## src/rtl/seg7_scan_driver.sv

```systemverilog
// Time-multiplexed scan driver for two 4-digit seven-segment banks with per-frame shadowing.
// Optional feature: define SEG7_SCAN_DIM_EN to add the 2-bit `dim` brightness port.
module seg7_scan_driver #(
  parameter int unsigned CLK_HZ   = 100_000_000,
  parameter int unsigned SCAN_DIV = 100_000
) (
  input  logic        clk_pin,
  input  logic        rst_n,
  input  logic [31:0] data,
  input  logic [7:0]  dp_in,
  input  logic [7:0]  blank,
`ifdef SEG7_SCAN_DIM_EN
  input  logic [1:0]  dim,
`endif
  output logic [6:0]  seg7_0_7bit,
  output logic [6:0]  seg7_1_7bit,
  output logic [3:0]  seg7_0_an,
  output logic [3:0]  seg7_1_an,
  output logic        seg7_0_dp,
  output logic        seg7_1_dp,
  output logic        frame_tick
);

  localparam int unsigned DIV_W = (SCAN_DIV > 1) ? $clog2(SCAN_DIV) : 1;
  localparam logic [DIV_W-1:0] DIV_LAST = DIV_W'(SCAN_DIV - 1);

  if (SCAN_DIV < 4 || CLK_HZ == 0) begin : g_bad_cfg
    $error("seg7_scan_driver: SCAN_DIV must be >= 4 and CLK_HZ non-zero");
  end

  logic [DIV_W-1:0] div_cnt_q, div_cnt_d;
  logic [1:0]       pos_q, pos_d;
  logic [31:0]      data_sh_q, data_sh_d;
  logic [7:0]       dp_sh_q, dp_sh_d;
  logic [7:0]       blank_sh_q, blank_sh_d;
  logic [6:0]       seg0_q, seg0_d, seg1_q, seg1_d;
  logic [3:0]       an0_q, an0_d, an1_q, an1_d;
  logic             dp0_q, dp0_d, dp1_q, dp1_d;
  logic             frame_tick_q, frame_tick_d;

  logic             tick;
  logic             load;
  logic             win_on;
  logic [3:0]       pos_onehot;
  logic [3:0]       blank0, blank1, dpv0, dpv1;

  function automatic logic [6:0] hex_to_seg(input logic [3:0] nib);
    case (nib)
      4'h0:    return 7'h3F;
      4'h1:    return 7'h06;
      4'h2:    return 7'h5B;
      4'h3:    return 7'h4F;
      4'h4:    return 7'h66;
      4'h5:    return 7'h6D;
      4'h6:    return 7'h7D;
      4'h7:    return 7'h07;
      4'h8:    return 7'h7F;
      4'h9:    return 7'h6F;
      4'hA:    return 7'h77;
      4'hB:    return 7'h7C;
      4'hC:    return 7'h39;
      4'hD:    return 7'h5E;
      4'hE:    return 7'h79;
      default: return 7'h71;
    endcase
  endfunction

  function automatic logic [3:0] nib_at(input logic [15:0] half, input logic [1:0] p);
    case (p)
      2'd0:    return half[3:0];
      2'd1:    return half[7:4];
      2'd2:    return half[11:8];
      default: return half[15:12];
    endcase
  endfunction

`ifdef SEG7_SCAN_DIM_EN
  localparam int unsigned QUARTER = SCAN_DIV / 4;

  if (SCAN_DIV % 4 != 0) begin : g_bad_dim_cfg
    $error("seg7_scan_driver: SCAN_DIV must be a multiple of 4 when dimming is enabled");
  end

  // Anodes lit only in the leading (dim+1) quarters of each slot; dim is not shadowed.
  assign win_on = (32'(div_cnt_q) < (QUARTER * (32'(dim) + 32'd1)));
`else
  assign win_on = 1'b1;
`endif

  assign blank0 = blank_sh_q[7:4];
  assign blank1 = blank_sh_q[3:0];
  assign dpv0   = dp_sh_q[7:4];
  assign dpv1   = dp_sh_q[3:0];

  always_comb begin
    tick         = (div_cnt_q == DIV_LAST);
    load         = tick && (pos_q == 2'd3);
    div_cnt_d    = tick ? '0 : div_cnt_q + DIV_W'(1);
    pos_d        = tick ? pos_q + 2'd1 : pos_q;
    frame_tick_d = load;
    data_sh_d    = data_sh_q;
    dp_sh_d      = dp_sh_q;
    blank_sh_d   = blank_sh_q;
    if (load) begin
      data_sh_d  = data;
      dp_sh_d    = dp_in;
      blank_sh_d = blank;
    end
  end

  // Outside the dim window seg/dp keep their last value; only the anodes drop.
  always_comb begin
    pos_onehot = 4'b0001 << pos_q;
    seg0_d     = seg0_q;
    dp0_d      = dp0_q;
    an0_d      = '0;
    seg1_d     = seg1_q;
    dp1_d      = dp1_q;
    an1_d      = '0;

    if (blank0[pos_q]) begin
      seg0_d = '0;
      dp0_d  = 1'b0;
    end else if (win_on) begin
      seg0_d = hex_to_seg(nib_at(data_sh_q[31:16], pos_q));
      dp0_d  = dpv0[pos_q];
      an0_d  = pos_onehot;
    end

    if (blank1[pos_q]) begin
      seg1_d = '0;
      dp1_d  = 1'b0;
    end else if (win_on) begin
      seg1_d = hex_to_seg(nib_at(data_sh_q[15:0], pos_q));
      dp1_d  = dpv1[pos_q];
      an1_d  = pos_onehot;
    end
  end

  always_ff @(posedge clk_pin or negedge rst_n) begin
    if (!rst_n) begin
      div_cnt_q    <= '0;
      pos_q        <= '0;
      data_sh_q    <= '0;
      dp_sh_q      <= '0;
      blank_sh_q   <= '1;
      seg0_q       <= '0;
      seg1_q       <= '0;
      an0_q        <= '0;
      an1_q        <= '0;
      dp0_q        <= 1'b0;
      dp1_q        <= 1'b0;
      frame_tick_q <= 1'b0;
    end else begin
      div_cnt_q    <= div_cnt_d;
      pos_q        <= pos_d;
      data_sh_q    <= data_sh_d;
      dp_sh_q      <= dp_sh_d;
      blank_sh_q   <= blank_sh_d;
      seg0_q       <= seg0_d;
      seg1_q       <= seg1_d;
      an0_q        <= an0_d;
      an1_q        <= an1_d;
      dp0_q        <= dp0_d;
      dp1_q        <= dp1_d;
      frame_tick_q <= frame_tick_d;
    end
  end

  assign seg7_0_7bit = seg0_q;
  assign seg7_1_7bit = seg1_q;
  assign seg7_0_an   = an0_q;
  assign seg7_1_an   = an1_q;
  assign seg7_0_dp   = dp0_q;
  assign seg7_1_dp   = dp1_q;
  assign frame_tick  = frame_tick_q;

endmodule
```

## config.mk

```make
export PLATFORM = sky130hd
export DESIGN_NAME = seg7_scan_driver
export DESIGN_NICKNAME = d
export VERILOG_FILES = /design/src/rtl/seg7_scan_driver.sv
export SDC_FILE = /design/constraint.sdc
export NUM_CORES = 1
export LEC_CHECK = 0
export ABC_AREA = 1
export CORE_MARGIN = 1.5
export CORE_UTILIZATION = 48
export DETAILED_ROUTE_END_ITERATION = 16
export MAX_ROUTING_LAYER = met4
export PLACE_DENSITY_LB_ADDON = 0.25
export SKIP_LAST_GASP = 1
export SYNTH_ARGS = -nofsm -noshare
export SYNTH_HDL_FRONTEND = slang
export SYNTH_SLANG_ARGS = --single-unit
```

## constraint.sdc

```tcl
create_clock -name clk_pin -period 2.3 [get_ports clk_pin]
set_clock_uncertainty 0.05 [all_clocks]
set_input_delay 0.46 -clock clk_pin [delete_from_list [all_inputs] [get_ports clk_pin]]
set_output_delay 0.46 -clock clk_pin [all_outputs]
set_load 0.01 [all_outputs]
```

Yosys cells after proc, flatten, opt, wreduce, memory -nomap -nowiden

Memories as Yosys holds them, arrays and structs flattened.
Cells that the tools add are included.

RAM bits: 0
Output and inout bits: 25
Input port bits: 50
Memories: 2
Register bits after elaboration: 92
Latch bits: 0
Word-level logic and storage cells: 43
ROM bits: 224

Multiply operators: 0
Shift operators: 1
Reduce and logical (&&, ||, !) cells: 2
$add $sub $neg: 2
$lt $le $gt $ge: 1
Equality and inequality tests: 4
Bitwise gates (word level): 0
Muxes and demuxes: 19
Div/mod/pow operators: 0

Memory list:

| memory           | depth | width | rd ports | clocked after Yosys merged registers in | write ports | line | RTL |
|---|---|---|---|---|---|---|---|
| (name not given) | 16    | 7     | 1        | 0                                       | 0           | 48   | `case (nib)` |
| (name not given) | 16    | 7     | 1        | 0                                       | 0           | 48   |  |

Operators by type and width:

| cell                                                        | number |
|---|---|
| one-hot mux 4 bit (3 select lines)                          | 2 |
| adder 17 x 1 -> 17 bit (second input constant)              | 1 |
| == test 17 bit (second input constant)                      | 1 |
| two-way mux 17 bit                                          | 1 |
| two-way mux 4 bit                                           | 4 |
| two-way mux 7 bit                                           | 2 |
| binary-select mux 1 bit (select 2 bit)                      | 4 |
| two-way mux 1 bit                                           | 6 |
| == test 2 bit (second input constant)                       | 2 |
| left shift 1 x 2 -> 4 bit (first input constant)            | 1 |
| less-than comparator 2 x 3 -> 1 bit (second input constant) | 1 |
| adder 2 x 1 -> 2 bit (second input constant)                | 1 |
| == test 2 x 1 -> 1 bit (second input constant)              | 1 |
| zero test 2 bit                                             | 1 |
| logical AND 1 bit                                           | 1 |

Depth between registers and ports, before layout

An unclocked memory read counts as a cell.

Word-level depth: 5
Gate-level depth with buffers: 14
Mapped depth without buffers: 12

Worst setup path after synthesis

Ideal clock, no wire load.

Path type: register -> register
From: reg pos_q[0]
To: reg seg0_q[3] (netlist: seg7_0_7bit[3])
Buffers on the path: 2
Required time: 2179 ps
Period minus slack after synthesis: 2313 ps
Slack: -13 ps
Stages on the path, launching flop included: 14
Library setup time: 71 ps
Arrival: 2191 ps
Path through: dfrtp_1 buf_2 inv_2 ha_1 buf_2 nand2_1 nand2_1 o21ai_0 inv_1 ha_1 nand3b_1 nand3_1 nand2_1 nor2_1

Cells in the longest elaborated chain, start to end: 5
Elaborated cells on any way between the ends: 9
Classes of those cells: 2 x eq/ne; 5 x mux; 1 x reduce/logical; 1 x memory

Ends and longest elaborated chain:

| item                                        | line | RTL |
|---|---|---|
| start: declaration                          | 32   | `logic [1:0] pos_q, pos_d;` |
| start signal: assignment                    | 156  | `pos_q <= pos_d;` |
| == test 2 bit, or another cell as far along | 69   | `case (p)` |
| one-hot mux 4 bit (3 select lines)          | 69   |  |
| two-way mux 4 bit                           | 121  | `if (blank0[pos_q]) begin` |
| memory (16 x 7 bit)                         | -    |  |
| two-way mux 7 bit (*)                       | 121  |  |
| via seg0_d[3]                               | 36   | `logic [6:0] seg0_q, seg0_d, seg1_q, seg1_d;` |
| end signal: assignment                      | 160  | `seg0_q <= seg0_d;` |
| end: declaration                            | 36   |  |

The timed path passes the listed nets; every way through them passes the cells marked *. The select of a mux whose other input is x is not followed.
A chain may end at the register's enable or synchronous reset.

Worst setup path after layout

From: reg pos_q[1]
To: reg seg0_q[3] (netlist: seg7_0_7bit[3])

Same word-level chain as after synthesis.

==> key figures <==
Synth
  • Ys Warns: 0
  • Syn nets: 644
  • Adder-Cell Fraction of Synth Area: 0.04613
  • Post-Syn Area per Cell: 7.991 um^2
  • Top FF cell, synth: dfrtp_1
  • Mapped Area: 4611 um^2
  • Largest family of logic cells by synthesized area: simple AND/OR/NAND/NOR gates
  • Post-synthesis sequential area ratio: 0.5015
  • Post-Synth XOR/XNOR Area: 0.01140
  • Synth unique cells: 32
  • Post-synth ARST share: 1.000
  • Mux cell area share after synthesis: 0
  • Post-Syn Instances: 577
  • Register bit total from synthesis: 92
  • Post-synth EDFFs: 0
  • Synth Area in Simple Gates: 0.3229
  • Area fraction in compound gates after synthesis: 0.04478

STA
  • Final setup viols: 0
  • Final hold vios: 0
  • Final Max Tran Viols: 0
  • Slack of the critical path: 194.7 ps
  • Final Cycle Share: 0.9154
  • Actual slew at the worst max-slew pin: 665.7 ps
  • Peak Freq: 475.0 MHz
  • Slew HR: 0.5562
  • Fin crit period: 2105 ps

Die
  • Die W: 101.0 um
  • # rows: 35
  • CORE AREA: 9284 um^2
  • Ports: 75
  • Die area: 10200 um^2
  • Initial core utilization: 0.4966
  • Die Ht: 101.0 um

Route
  • Via count: 3867
  • Antenna-violating nets left: 0
  • Wire length per cell: 12.60 um
  • DR vias/cell: 4.920
  • DRT Wirelength: 9903 um
  • Initial DRC count: 226
  • First drt pass iteration count: 4
  • DRC errors left: 0

Global route
  • First-pass GRT wire length: 17070 um
  • Number of global-route vias before repair: 3824
  • Total Routing Usage GR: 0.2183
  • Gr ovfl total: 0
  • Largest net degree at the start of global routing: 52
  • Initial antenna violation count: 0

Job
  • Max-Cap Viols: 0

CTS
  • Clock slew at reported path FFs: 90 ps
  • Clock sinks: 92
  • TritonCTS buffer count: 9
  • TritonCTS clock tree: built
  • Deepest clock path buffer count: 2
  • Clk_lat worst skew: 360 ps
  • Root Driver: clkbuf_8
  • H-tree depth: 3

Placed design
  • DP HPWL: 7280 um
  • Port Buffers: 74
  • DP Area: 5500 um^2
  • Routability-driven placement congestion ratio: 0.9268
  • Pre-CTS setup slack: 41.89 ps

Final layout
  • Commonest non-fill, non-tap cell in the layout: nand2_1
  • ANT cells: 0
  • Nets@finish: 719
  • Area grow syn2layout: 23.23%
  • Final core area utilization: 0.6120
  • Share of layout cells above drive strength 1: 0.09285
  • Post-route cell area: 5682 um^2
  • Most frequent cells in the layout: nand2_1, dfrtp_1, clkdlybuf4s50_1, nand3_1, nor2_1

Critical path
  • Reg-to-reg setup timing slack: 190 ps
  • Nature of the critical path endpoint: register
  • Worst path slowest cell: dfrtp_2
  • Crit path DAT: 2350 ps
  • CP Launch Type: register
  • Cell-by-cell listing of the critical path: inv_1 > ha_2 > nand2_1 > nand2_1 > o21ai_1 > inv_1 > ha_1 > nand3b_1 > nand3_1 > nand2_1 > nor2_1
  • Crit Path Class: reg2reg
  • R2R depth: 11
  • Worst r2r dst: seg7_0_7bit[3]
  • CP dominant cell by count: nand2_1
  • Crit Reg-Reg Startpoint: pos_q[1]
  • Worst endpoint required time: 2550 ps
  • Crit Path Max Fanout: 9
  • Crit path largest cell delay: 460 ps

Status
  • Result of the run: finished, final reports clean

Pwr
  • VDD IR max: 0.3502 mV
  • P_leak: 2.708 nW
  • PD cells: 474.7 nW/um^2
  • Tot Pwr: 2.697 mW

Hold path
  • Worst Hold Class: in2async
==> registers in the layout (all words and copies together) (netlist names) <==
| register | flops |
|---|---|
| seg7_1_7bit | 7 |
| seg7_1_an | 4 |
| blank_sh_q | 8 |
| data_sh_q | 32 |
| pos_q | 2 |
| div_cnt_q | 17 |
| seg7_0_an | 4 |
| frame_tick | 1 |
| seg7_0_dp | 1 |
| seg7_1_dp | 1 |
| seg7_0_7bit | 7 |
| dp_sh_q | 8 |
==> critical path: cells and delay by family, from the launching register on <==
family                     cells  cell delay [ps]
AOI/OAI and AO/OA              1               80
DFF                            1              460
and+or+nand+nor                6              580
adders and majority gates      2              570
buffers and inverters          2              300
==> area by class of cell <==
class	instances	area, um^2
clock buffers	11	131.4
clock inverters	5	37.54
fillers	866	3602
inverters	49	183.9
multi-input cells	413	1981
flip-flops and latches	92	2313
well taps	129	161.4
repair buffers	87	873.3
==> worst max path at each step <==
stage / startpoint / to / slack, ps / depth (start not counted)
floorplan: pos_q[0] / seg7_0_7bit[3] / 120 / 13
global placement: pos_q[1] / seg7_1_7bit[3] / 200 / 11
detailed placement: pos_q[1] / seg7_0_7bit[3] / 40 / 12
CTS: pos_q[1] / seg7_0_7bit[3] / 40 / 12
global route: pos_q[0] / seg7_0_7bit[3] / -2 / 11
finish: pos_q[1] / seg7_0_7bit[3] / 190 / 11
==> Yosys cell counts, types with 2 or more instances <==
cell      instances  area (um^2)
o21bai_1          3        22.52
nand2_1         199        747.0
nand3_1          69        345.3
dfrtp_1          84         2102
nand2_2           4        25.02
clkbuf_1          8        30.03
nand4_1           6        37.54
or2_2             4        25.02
buf_6             7        78.83
o22ai_1           2        12.51
inv_1            44        165.2
buf_2             6        30.03
nor2_2            3        18.77
ha_1             17        212.7
nor2_1           52        195.2
a21oi_1          14        70.07
buf_4             2        15.01
xor2_1            5        43.79
dfstp_2           8        210.2
nor3_1            9        45.04
inv_2             5        18.77
o21ai_0          16        80.08
==> through the flow <==
stage / std cells / hold slack [ps] / TNS (ps)
2_1_floorplan: 577 / 114.4 / 0
5_1_grt: 786 / 129.0 / -1.984
3_5_place_dp: 770 / 407.6 / 0
4_1_cts: 786 / 94.86 / 0
3_3_place_gp: 770 / 395.4 / 0
6_report: 786 / 78.99 / 0
==> power by group <==
| group | total [mW] | internal [mW] | switching, mW |
|---|---|---|---|
| combinational | 0.123 | 0.0784 | 0.0446 |
| sequential | 1.62 | 1.62 | 0 |
| clock | 0.958 | 0.397 | 0.560 |
==> logic make-up (layout without fill, tap and decap cells) <==
group / count (synthesis) / after routing
xor gates and xnor gates: 6 / 6
buffers and inverters: 72 / 152
DFF: 92 / 92
adders and majority gates: 17 / 17
AOI/OAI and AO/OA: 38 / 38
and+or+nand+nor: 352 / 352
==> what timing repair did <==
| action | 4_1_cts | 5_1_grt |
|---|---|---|
| gates resized for setup | 0 | 5 |
| hold buffers | 0 | 0 |
| setup buffers | 0 | 0 |
| endpoints found under the setup margin | 0 | 13 |
==> per-layer routing <==
metal / vias to the layer above / global-route usage / part of all wire
met4: 0 / 0.06410 / 0.013
met1: 1792 / 0.2682 / 0.45
li1: 1970 / - / -
met2: 92 / 0.3623 / 0.50
met3: 13 / 0.04924 / 0.044
met5: - / - / 0
Power figures use the tool's default switching activity.
